`src/rtl/rr_arbiter_4.sv`:
```
// rr_arbiter_4: four-way round-robin arbiter with hold-timeout revocation
module rr_arbiter_4 #(
  parameter int MAX_HOLD = 15,
  parameter int CNT_W    = 8
) (
  input  logic       clk,
  input  logic       reset,
  input  logic [3:0] req,
  output logic [3:0] grant,
  output logic [1:0] grant_idx,
  output logic       grant_valid,
  output logic       timeout
);
  typedef enum logic {IDLE, GRANT} state_t;
  state_t state, state_n;
  logic [1:0] ptr, ptr_n, win_idx, off, idx_n;
  logic [3:0] cand, rot, grant_n;
  logic [CNT_W-1:0] hold_cnt, hold_n;
  logic win_ok, held, expire, timeout_n;
  // the holder is masked out of arbitration only when its hold limit expires
  always_comb begin
    held   = state == GRANT && req[grant_idx];
    expire = held && hold_cnt == CNT_W'(MAX_HOLD - 1);
    cand   = expire ? req & ~grant : req;
    for (int i = 0; i < 4; i++) rot[i] = cand[2'(ptr + 2'(i))];
    off     = rot[0] ? 2'd0 : rot[1] ? 2'd1 : rot[2] ? 2'd2 : 2'd3;
    win_ok  = |cand;
    win_idx = ptr + off;
  end
  // next-state: keep, hand over, re-grant in place on a lone timeout, or go idle
  always_comb begin
    state_n   = state;
    grant_n   = grant;
    idx_n     = grant_idx;
    ptr_n     = ptr;
    hold_n    = hold_cnt;
    timeout_n = 1'b0;
    if (held && !expire) begin
      hold_n = hold_cnt + CNT_W'(1);
    end else if (win_ok) begin
      state_n   = GRANT;
      grant_n   = 4'b0001 << win_idx;
      idx_n     = win_idx;
      ptr_n     = win_idx + 2'd1;
      hold_n    = '0;
      timeout_n = expire;
    end else if (expire) begin
      hold_n    = '0;
      timeout_n = 1'b1;
    end else begin
      state_n = IDLE;
      grant_n = 4'b0000;
      idx_n   = 2'd0;
      hold_n  = '0;
    end
  end
  // registered outputs and arbitration state
  always_ff @(posedge clk) begin
    if (reset) begin
      state       <= IDLE;
      grant       <= 4'b0000;
      grant_idx   <= 2'd0;
      grant_valid <= 1'b0;
      timeout     <= 1'b0;
      ptr         <= 2'd0;
      hold_cnt    <= '0;
    end else begin
      state       <= state_n;
      grant       <= grant_n;
      grant_idx   <= idx_n;
      grant_valid <= |grant_n;
      timeout     <= timeout_n;
      ptr         <= ptr_n;
      hold_cnt    <= hold_n;
    end
  end
endmodule

```
`config.mk`:
```
export PLATFORM = sky130hd
export DESIGN_NAME = rr_arbiter_4
export DESIGN_NICKNAME = d
export VERILOG_FILES = /design/src/rtl/rr_arbiter_4.sv
export SDC_FILE = /design/constraint.sdc
export NUM_CORES = 1
export LEC_CHECK = 0
export BUFFER_PORTS_ARGS = -buffer_cell sky130_fd_sc_hd__buf_4
export CELL_PAD_IN_SITES_DETAIL_PLACEMENT = 1
export CELL_PAD_IN_SITES_GLOBAL_PLACEMENT = 1
export CORE_MARGIN = 4
export CORE_UTILIZATION = 35
export CTS_BUF_LIST = sky130_fd_sc_hd__clkbuf_4
export DETAILED_ROUTE_END_ITERATION = 16
export PLACE_DENSITY_LB_ADDON = 0.2
export SLEW_MARGIN = 20
export SYNTH_ARGS = -nofsm -noshare
export SYNTH_HDL_FRONTEND = slang
export SYNTH_SLANG_ARGS = --single-unit
```
`constraint.sdc`:
```
create_clock -name clk -period 5.2 [get_ports clk]
set_input_delay 0.52 -clock clk [delete_from_list [all_inputs] [get_ports clk]]
set_output_delay 0.52 -clock clk [all_outputs]
set_load 0.005 [all_outputs]
```
* After elaboration in Yosys (flattened, before gate mapping)
Index checks and enable logic that the tools add are counted.
** Operators by class
- Reductions and logical operators :: 10
- Mux-type cells :: 21
- Equality and inequality tests :: 2
- $add $sub $neg :: 5
- Shift operators :: 1
- Bitwise operators :: 3
- Magnitude comparators :: 4
** Operator list (number)
- 2-to-1 mux 4 bit :: 4
- less-than comparator 2 x 3 -> 1 bit, second input constant :: 4
- 2-to-1 mux 1 bit :: 9
- adder 8 x 1 -> 8 bit, second input constant :: 1
- binary-select mux 1 bit (select 2 bit) :: 4
- == test 8 x 4 -> 1 bit, second input constant :: 1
- 2-to-1 mux 2 bit :: 4
- OR reduction 4 bit :: 2
- adder 2 x 1 -> 2 bit, second input constant :: 2
- bitwise AND 4 bit :: 1
- inverter 4 bit :: 1
- AND reduction 2 bit :: 2
- OR reduction 2 bit :: 2
- left shift 1 x 2 -> 4 bit, first input constant :: 1
- logical AND 1 bit :: 3
- adder 2 bit :: 1
- adder 2 bit, second input constant :: 1
- inequality test 2 bit, second input constant :: 1
- zero test 1 bit :: 1
- inverter 1 bit :: 1
** Word-level totals
- Register bits :: 19
- Word-level logic and storage cells :: 53
- Input bits :: 6
- Output and inout port bits :: 8

* Longest topological paths before layout
Gate-level depths: netlist of the first run.
- Word-level depth :: 15
- Depth in mapped cells :: 12
- Mapped depth without buffers :: 12

* Worst setup path after synthesis of the first run
Ideal clock, no wire load.
- Path type :: reg-to-reg
- Start point :: register hold_cnt[0]
- End point :: register ptr[1]
- Setup time :: 0.138 ns
- Clock period less this slack :: 2.408 ns
- Path slack :: 2.792 ns
- Data arrival time :: 2.270 ns
- Stages on the path, launching flop included :: 12
- Data required time :: 5.062 ns
- Buffers on the path :: 0
- Cells stage by stage :: dfxtp_1 > inv_1 > ha_1 > and4b_1 > nand3_1 > o21ai_1 > nor3b_1 > o21ai_0 > o211ai_1 > ha_1 > nor4b_2 > a2111oi_4
** On the way
- Cells in the longest elaborated chain, start to end :: 10
- Elaborated cells on any way between the ends :: 19
- Classes of those cells :: add/sub (2); eq/ne (1); mux (10); bitwise (1); reduce/logical (5)
** Ends and longest elaborated chain
- start: declaration :: line 18 : logic [CNT_W-1:0] hold_cnt, hold_n;
- start signal: assignment :: line 74 : hold_cnt <= hold_n;
- == test 8 x 4 -> 1 bit * :: line 23 : expire = held && hold_cnt == CNT_W'(MAX_HOLD - 1);
- logical AND 1 bit * :: line 23
- 2-to-1 mux 4 bit :: line 24 : cand = expire ? req & ~grant : req;
- binary-select mux 1 bit (select 2 bit) :: line 25 : for (int i = 0; i < 4; i++) rot[i] = cand[2'(ptr + 2'(i))];
- 2-to-1 mux 1 bit (not written as such) :: line 25
- 2-to-1 mux 1 bit :: line 26 : off = rot[0] ? 2'd0 : rot[1] ? 2'd1 : rot[2] ? 2'd2 : 2'd3;
- 2-to-1 mux 2 bit (2 in series) :: line 26
- adder 2 bit :: line 28 : win_idx = ptr + off;
- adder 2 x 1 -> 2 bit :: line 44 : ptr_n = win_idx + 2'd1;
- end signal: assignment :: line 73 : ptr <= ptr_n;
- end: declaration :: line 16 : logic [1:0] ptr, ptr_n, win_idx, off, idx_n;
Every way passes the cells marked *; elsewhere a longest branch is shown, timed or not. The select of a mux whose other input is x is not followed.
A chain may end at the register's enable or synchronous reset.

* Final worst setup path of the first run
Same ends and word-level chain as after synthesis.

==> flow_metrics.env, run 1 <==
export IMPL_syn_area_um2=1050
export IMPL_synth_nets=120
export IMPL_max_freq_ghz=0.365
export IMPL_ctsHoldBuffers=0
export IMPL_clk_insertion_delay_late_ns=0.30
export IMPL_clk_path_buf_depth=2
export IMPL_rows=19
export IMPL_cp_cell_sequence="inv_1, ha_1, and4b_1, nand3_1, o21ai_1, nor3b_1, o21ai_0, o211ai_1, ha_1, inv_1, nor2_1, a2111oi_4"
export IMPL_hold_violations=0
export IMPL_slew_headroom_pct=74.7
export IMPL_power_uw=538
export IMPL_fin_crit_ns=2.74
export IMPL_ys_seq_elements=19
export IMPL_setup_violations=0
export IMPL_r2r_start="hold_cnt[0]"
export IMPL_grt_pass1_wl_um=4300
export IMPL_rsz0062_at_grt="no"
export IMPL_min_from="reset"
export IMPL_seq_area_frac_synth_pct=36.3
export IMPL_io_pins=14
export IMPL_synthArstFlopShare_pct=0
export IMPL_cts_resized=0
export IMPL_syn_avg_cell_area_um2=9.52
export IMPL_period_share_pct=52.6
export IMPL_grt_pass1_vias=916
export IMPL_cts_buffers=3
export IMPL_dieArea_um2=3930
export IMPL_critical_path_class="reg -> reg"
export IMPL_hp_class="in -> reg"
export IMPL_vias=863
export IMPL_vias_per_cell=5.57
export IMPL_maxCapViolCount=0
export IMPL_h_tree_depth=1
export IMPL_rr_worst_depth=12
export IMPL_insertedDiodeCount=0
export IMPL_fin_ws_ns=2.46
export IMPL_cts_tree="built"
export IMPL_setup_tns_ns=0
export IMPL_outcome="completed"
export IMPL_critPathMaxFanout=5
export IMPL_area_growth_pct=13.9
export IMPL_place_gp_congestion=0.790
export IMPL_p_leak_nw=0.445
export IMPL_whs_path_depth=2
export IMPL_crit_slowest_cell="dfxtp_1"
export IMPL_hold_path_end="state"
export IMPL_critPathRequiredTime_ns=5.40
export IMPL_yosysTopAreaCellShare_pct=36.3
export IMPL_start_util_pct=37.3
export IMPL_cts_sinks=19
export IMPL_vdd_drop_max_mv=0.168
export IMPL_rrSetupSlack_ns=2.46
export IMPL_die_h_um=62.7
export IMPL_yosysWarnings=0
export IMPL_synth_distinct_cells=41
export IMPL_whs_ns=0.479
export IMPL_synth_area_leaders="dfxtp_1, ha_1, nor2_1, xor2_1, o211ai_1"
export IMPL_cp_arrival_ns=2.94
export IMPL_wl_per_cell_um=15.7
export IMPL_cp_slowest_stage_delay_ns=0.36
export IMPL_r2r_end="ptr[1]"
export IMPL_dr_first_iter_drc_count=52
export IMPL_gr_total_overflow=0
export IMPL_cts_setup_buffers=0
export IMPL_synth_edf_count=0
export IMPL_powerDensity_nw_per_um2=451
export IMPL_endpoint_kind="register"
export IMPL_drv_slew=0
export IMPL_port_buffers=13
export IMPL_clock_skew_ns=0.00969
export IMPL_worstMarginPinSlew_ns=0.377
export IMPL_routed_wl_um=2440
export IMPL_placed_cell_area_um2=1160
export IMPL_synth_top_area_cell="dfxtp_1"
export IMPL_grt_antenna_before_repair=0
export IMPL_antenna_left=0
export IMPL_post_place_ws_ns=2.37
export IMPL_crit_path_start_kind="register"
export IMPL_hpwl_um=1990
export IMPL_fill_cells=332
export IMPL_die_x_um=62.7
export IMPL_firstDrtPassIters=4
export IMPL_layout_nets=135
export IMPL_postLayoutCellArea_um2=1190
export IMPL_syn_inst=110
export IMPL_grtUsageTotal_pct=13.4
export IMPL_drive_above_1_share_pct=25.0
export IMPL_root_buffer="clkbuf_4"
export IMPL_coreArea_um2=2810
export IMPL_synth_ff_type="dfxtp_1"
export IMPL_drc=0
export IMPL_grt_max_degree=15
export IMPL_clk_pin_slew_ns=0.11
-- through the flow --
step / cells / util (%)
floorplan: 110 / -
global placement: 151 / 41.5
detailed placement: 151 / 41.5
CTS: 155 / 42.5
global route: 155 / 42.5
finish: 155 / 42.5
-- final cells by class --
type	count	area [um^2]	share of cell area (%)
clock inverter	1	5.00	0.420
multi-input combinational	84	633	53.1
clock buffer	3	22.5	1.89
sequential	19	380	31.9
inverter	4	15.0	1.26
tap	31	38.8	3.25
timing repair buffer	13	97.6	8.18
-- power breakdown --
| part | leakage (nW) | internal (mW) | switching (mW) | total (mW) |
|---|---|---|---|---|
| registers | 0.155 | 0.178 | 0.0425 | 0.220 |
| logic | 0.272 | 0.114 | 0.128 | 0.243 |
| clock network | 0.0177 | 0.0287 | 0.0465 | 0.0752 |
-- how the worst max path moves through the flow --
stage	end	cells after the start	slack, ns	startpoint
2_1_floorplan	ptr[1]	11	2.79	hold_cnt[0]
3_3_place_gp	ptr[1]	11	2.46	req[3]
3_5_place_dp	ptr[1]	11	2.37	req[3]
4_1_cts	ptr[1]	12	2.46	hold_cnt[0]
5_1_grt	ptr[1]	12	2.13	hold_cnt[0]
6_report	ptr[1]	12	2.46	hold_cnt[0]
-- per-layer routing --
metal	share of wire (%)	track usage [%]	up-vias
met1	43	15.9	414
li1	-	-	435
met3	3.5	2.16	2
met2	52	24.5	12
met4	0.70	4.13	0
met5	0	0	-
-- state kept, by name (all words and copies together) (netlist names) --
register / flops
hold_cnt: 8
ptr: 2
timeout: 1
grant_idx: 2
grant: 4
grant_valid: 1
state: 1
-- cell families (layout without fill, tap and decap cells) --
kind of cell	after synthesis	count (layout)	share of synthesized area (%)
xor gates and xnor gates	5	5	4.18
buffers and inverters	7	21	3.23
and+or+nand+nor	40	40	22.7
muxes	2	2	1.91
AOI/OAI and AO/OA	33	33	26.9
DFF	19	19	36.3
adders and majority gates	4	4	4.78
-- synth_stat cells (2+ instances only) --
cell type	instances
and2_1	2
dfxtp_1	19
o21ai_2	2
nor3_2	2
o21ai_1	4
clkbuf_1	2
inv_1	4
nand3_1	5
ha_1	4
o211ai_1	4
nor2_1	13
nor3b_1	3
mux2i_1	2
nand4_1	2
o21ai_0	4
or3_1	2
nand2_1	5
a32o_1	2
a21oi_1	4
xor2_1	4
-- critical path, delay by kind of cell (launching register included) --
kind | cells | cell delay (ns)
DFF | 1 | 0.36
adders and majority gates | 2 | 0.45
and+or+nand+nor | 4 | 0.75
AOI/OAI and AO/OA | 4 | 0.90
buffers and inverters | 2 | 0.19
-- cells in the final DEF, fill, tap and decap left out, types with 2 or more instances in the layout --
| cell type | n |
|---|---|
| dfxtp_1 | 19 |
| nor2_1 | 13 |
| buf_4 | 13 |
| nand2_1 | 5 |
| nand3_1 | 5 |
| inv_1 | 4 |
| o21ai_1 | 4 |
| o21ai_0 | 4 |
| o211ai_1 | 4 |
| a21oi_1 | 4 |
| xor2_1 | 4 |
| ha_1 | 4 |
| nor3b_1 | 3 |
| clkbuf_4 | 3 |
| mux2i_1 | 2 |
| nor3_2 | 2 |
| o21ai_2 | 2 |
| and2_1 | 2 |
| nand4_1 | 2 |
| or3_1 | 2 |
| a32o_1 | 2 |
Note: power is estimated with default switching activity, not from simulation.
==> run 2: changes to the inputs <==
- clock period: 5.2 -> 2.4 ns (I/O delays scaled with it)
==> run 2 against run 1 <==
The run now ends with negative setup slack left; count of clock-buffer cells in the layout is 1 higher; clock skew is 0.0066 ns lower; final cell count up 13%; critical path depth unchanged; clock power rose by 130%; via count increased by 14%; combinational power rose to 2.9 times the previous value; non-clock buffer count increased by 20; first-iteration DRC count grew 37%; power grew to 2.5 times the previous value; sequential cell count unchanged; critical endpoint unchanged.
==> flow_metrics.env, run 2 (synthesis results as in run 1) <==
export IMPL_firstDrtPassIters=4
export IMPL_wl_per_cell_um=16.5
export IMPL_clock_skew_ns=0.00306
export IMPL_mostFrequentLayoutCells="buf_4, dfxtp_1, nor2_1"
export IMPL_largest_reg_flops=8
export IMPL_critPathMaxFanout=6
export IMPL_place_gp_congestion=0.858
export IMPL_grt_max_degree=12
export IMPL_dieArea_um2=3930
export IMPL_vdd_drop_max_mv=0.398
export IMPL_cp_cell_sequence="inv_1, ha_1, and4b_2, nand3_2, o21ai_4, nor3b_2, o21ai_1, o211ai_1, ha_2, nor3_4, nand2b_4, a2111oi_4"
export IMPL_clk_pin_slew_ns=0.11
export IMPL_dr_first_iter_drc_count=71
export IMPL_fin_crit_ns=2.51
export IMPL_insertedDiodeCount=0
export IMPL_start_util_pct=37.3
export IMPL_worstMarginPinSlew_ns=0.628
export IMPL_setup_tns_ns=-0.301
export IMPL_crit_slowest_cell="dfxtp_2"
export IMPL_hold_violations=0
export IMPL_whs_ns=0.209
export IMPL_layout_commonest_cell="buf_4"
export IMPL_violations="negative setup slack"
export IMPL_postLayoutCellArea_um2=1440
export IMPL_grt_pass1_wl_um=5070
export IMPL_layout_nets=155
export IMPL_cts_buffers=3
export IMPL_setup_violations=6
export IMPL_root_buffer="clkbuf_4"
export IMPL_period_share_pct=104
export IMPL_post_place_ws_ns=-0.122
export IMPL_cp_slowest_stage_delay_ns=0.34
export IMPL_rows=19
export IMPL_die_h_um=62.7
export IMPL_routed_wl_um=2890
export IMPL_largest_register="hold_cnt"
export IMPL_die_x_um=62.7
export IMPL_cp_arrival_ns=2.71
export IMPL_final_core_util_pct=51.4
export IMPL_p_leak_nw=0.568
export IMPL_fill_cells=317
export IMPL_grt_pass1_vias=1069
export IMPL_maxCapViolCount=0
export IMPL_drc=0
export IMPL_h_tree_depth=1
export IMPL_hpwl_um=2040
export IMPL_powerDensity_nw_per_um2=945
export IMPL_drive_above_1_share_pct=45.1
export IMPL_fin_ws_ns=-0.105
export IMPL_vias=983
export IMPL_drv_slew=0
export IMPL_clk_insertion_delay_late_ns=0.29
export IMPL_coreArea_um2=2810
export IMPL_slew_headroom_pct=57.9
export IMPL_placed_cell_area_um2=1260
export IMPL_grtUsageTotal_pct=15.9
export IMPL_endpoint_kind="register"
export IMPL_reg_top3="hold_cnt: 8 flops, grant: 4 flops"
export IMPL_max_freq_ghz=0.399
export IMPL_cts_sinks=19
export IMPL_gr_total_overflow=0
export IMPL_hp_class="in -> reg"
export IMPL_grt_antenna_before_repair=0
export IMPL_crit_path_start_kind="register"
export IMPL_port_buffers=13
export IMPL_critical_path_class="reg -> reg"
export IMPL_outcome="finished, violations left"
export IMPL_io_pins=14
export IMPL_cts_tree="built"
export IMPL_rsz0062_at_grt="yes"
export IMPL_critPathRequiredTime_ns=2.60
export IMPL_vias_per_cell=5.62
export IMPL_area_growth_pct=37.8
export IMPL_clk_path_buf_depth=2
export IMPL_antenna_left=0
## run 2: cell types whose count changed in the layout (fill, tap and decap cells not counted), sizes merged
cell and change:
buf +20, clkbuf +1, clkinv -1
## run 2: timing repair
| item | 4_1_cts | 5_1_grt |
|---|---|---|
| endpoints found under the hold margin | 0 | 0 |
| gates resized for setup | 17 | 6 |
| hold buffers | 0 | 0 |
| setup endpoints to repair | 8 | 9 |
| pin swaps | 10 | 7 |
| setup buffers | 4 | 4 |
## run 2: worst max-delay path, delay by kind of cell, from the launching register on
kind	cells	cell delay [ns]
buffers and inverters	1	0.05
flip-flops	1	0.34
AO/OA/AOI/OAI	4	0.71
AND/OR/NAND/NOR	5	0.88
adder cells (fa/ha/maj)	2	0.44
## run 2: worst paths after layout
kind              slack (ns)  cells past startpoint         from        to
setup reg to reg       -0.11                     12  hold_cnt[0]    ptr[1]
setup / recovery       -0.11                     12  hold_cnt[0]    ptr[1]
hold / removal          0.21                      2        reset    ptr[1]
hold reg to reg         0.51                      2     grant[1]  grant[1]
## run 2: report_power, final
| group | total [mW] | switching [mW] | internal (mW) |
|---|---|---|---|
| Combinational | 0.716 | 0.360 | 0.356 |
| Clock | 0.171 | 0.0952 | 0.0759 |
| Sequential | 0.476 | 0.0886 | 0.388 |
| Total | 1.36 | 0.544 | 0.820 |
## run 2: layout make-up
type	instances	area (um^2)	area share, %
multi-input cells	84	728	50.5
repair buffers	33	248	17.2
flip-flops and latches	19	383	26.5
clock buffers	4	30.0	2.08
well taps	31	38.8	2.69
inverters	4	15.0	1.04
## run 2: through the flow
| step | power, mW | cells |
|---|---|---|
| final | 1.36 | 175 |
| after global routing | 1.47 | 175 |
| after CTS | 1.33 | 171 |
| after detailed placement | 1.07 | 163 |
| after global placement | 1.07 | 163 |
| after floorplan | 0.841 | 110 |
## run 2: metal layers
metal	track usage, %	part of all wire [%]	up-vias	wire length (um)
met5	0	0	-	0
met2	29.3	53	14	1540
met4	6.61	1.5	0	42
li1	-	-	481	-
met3	2.34	3.2	4	91
met1	18.1	42	484	1220
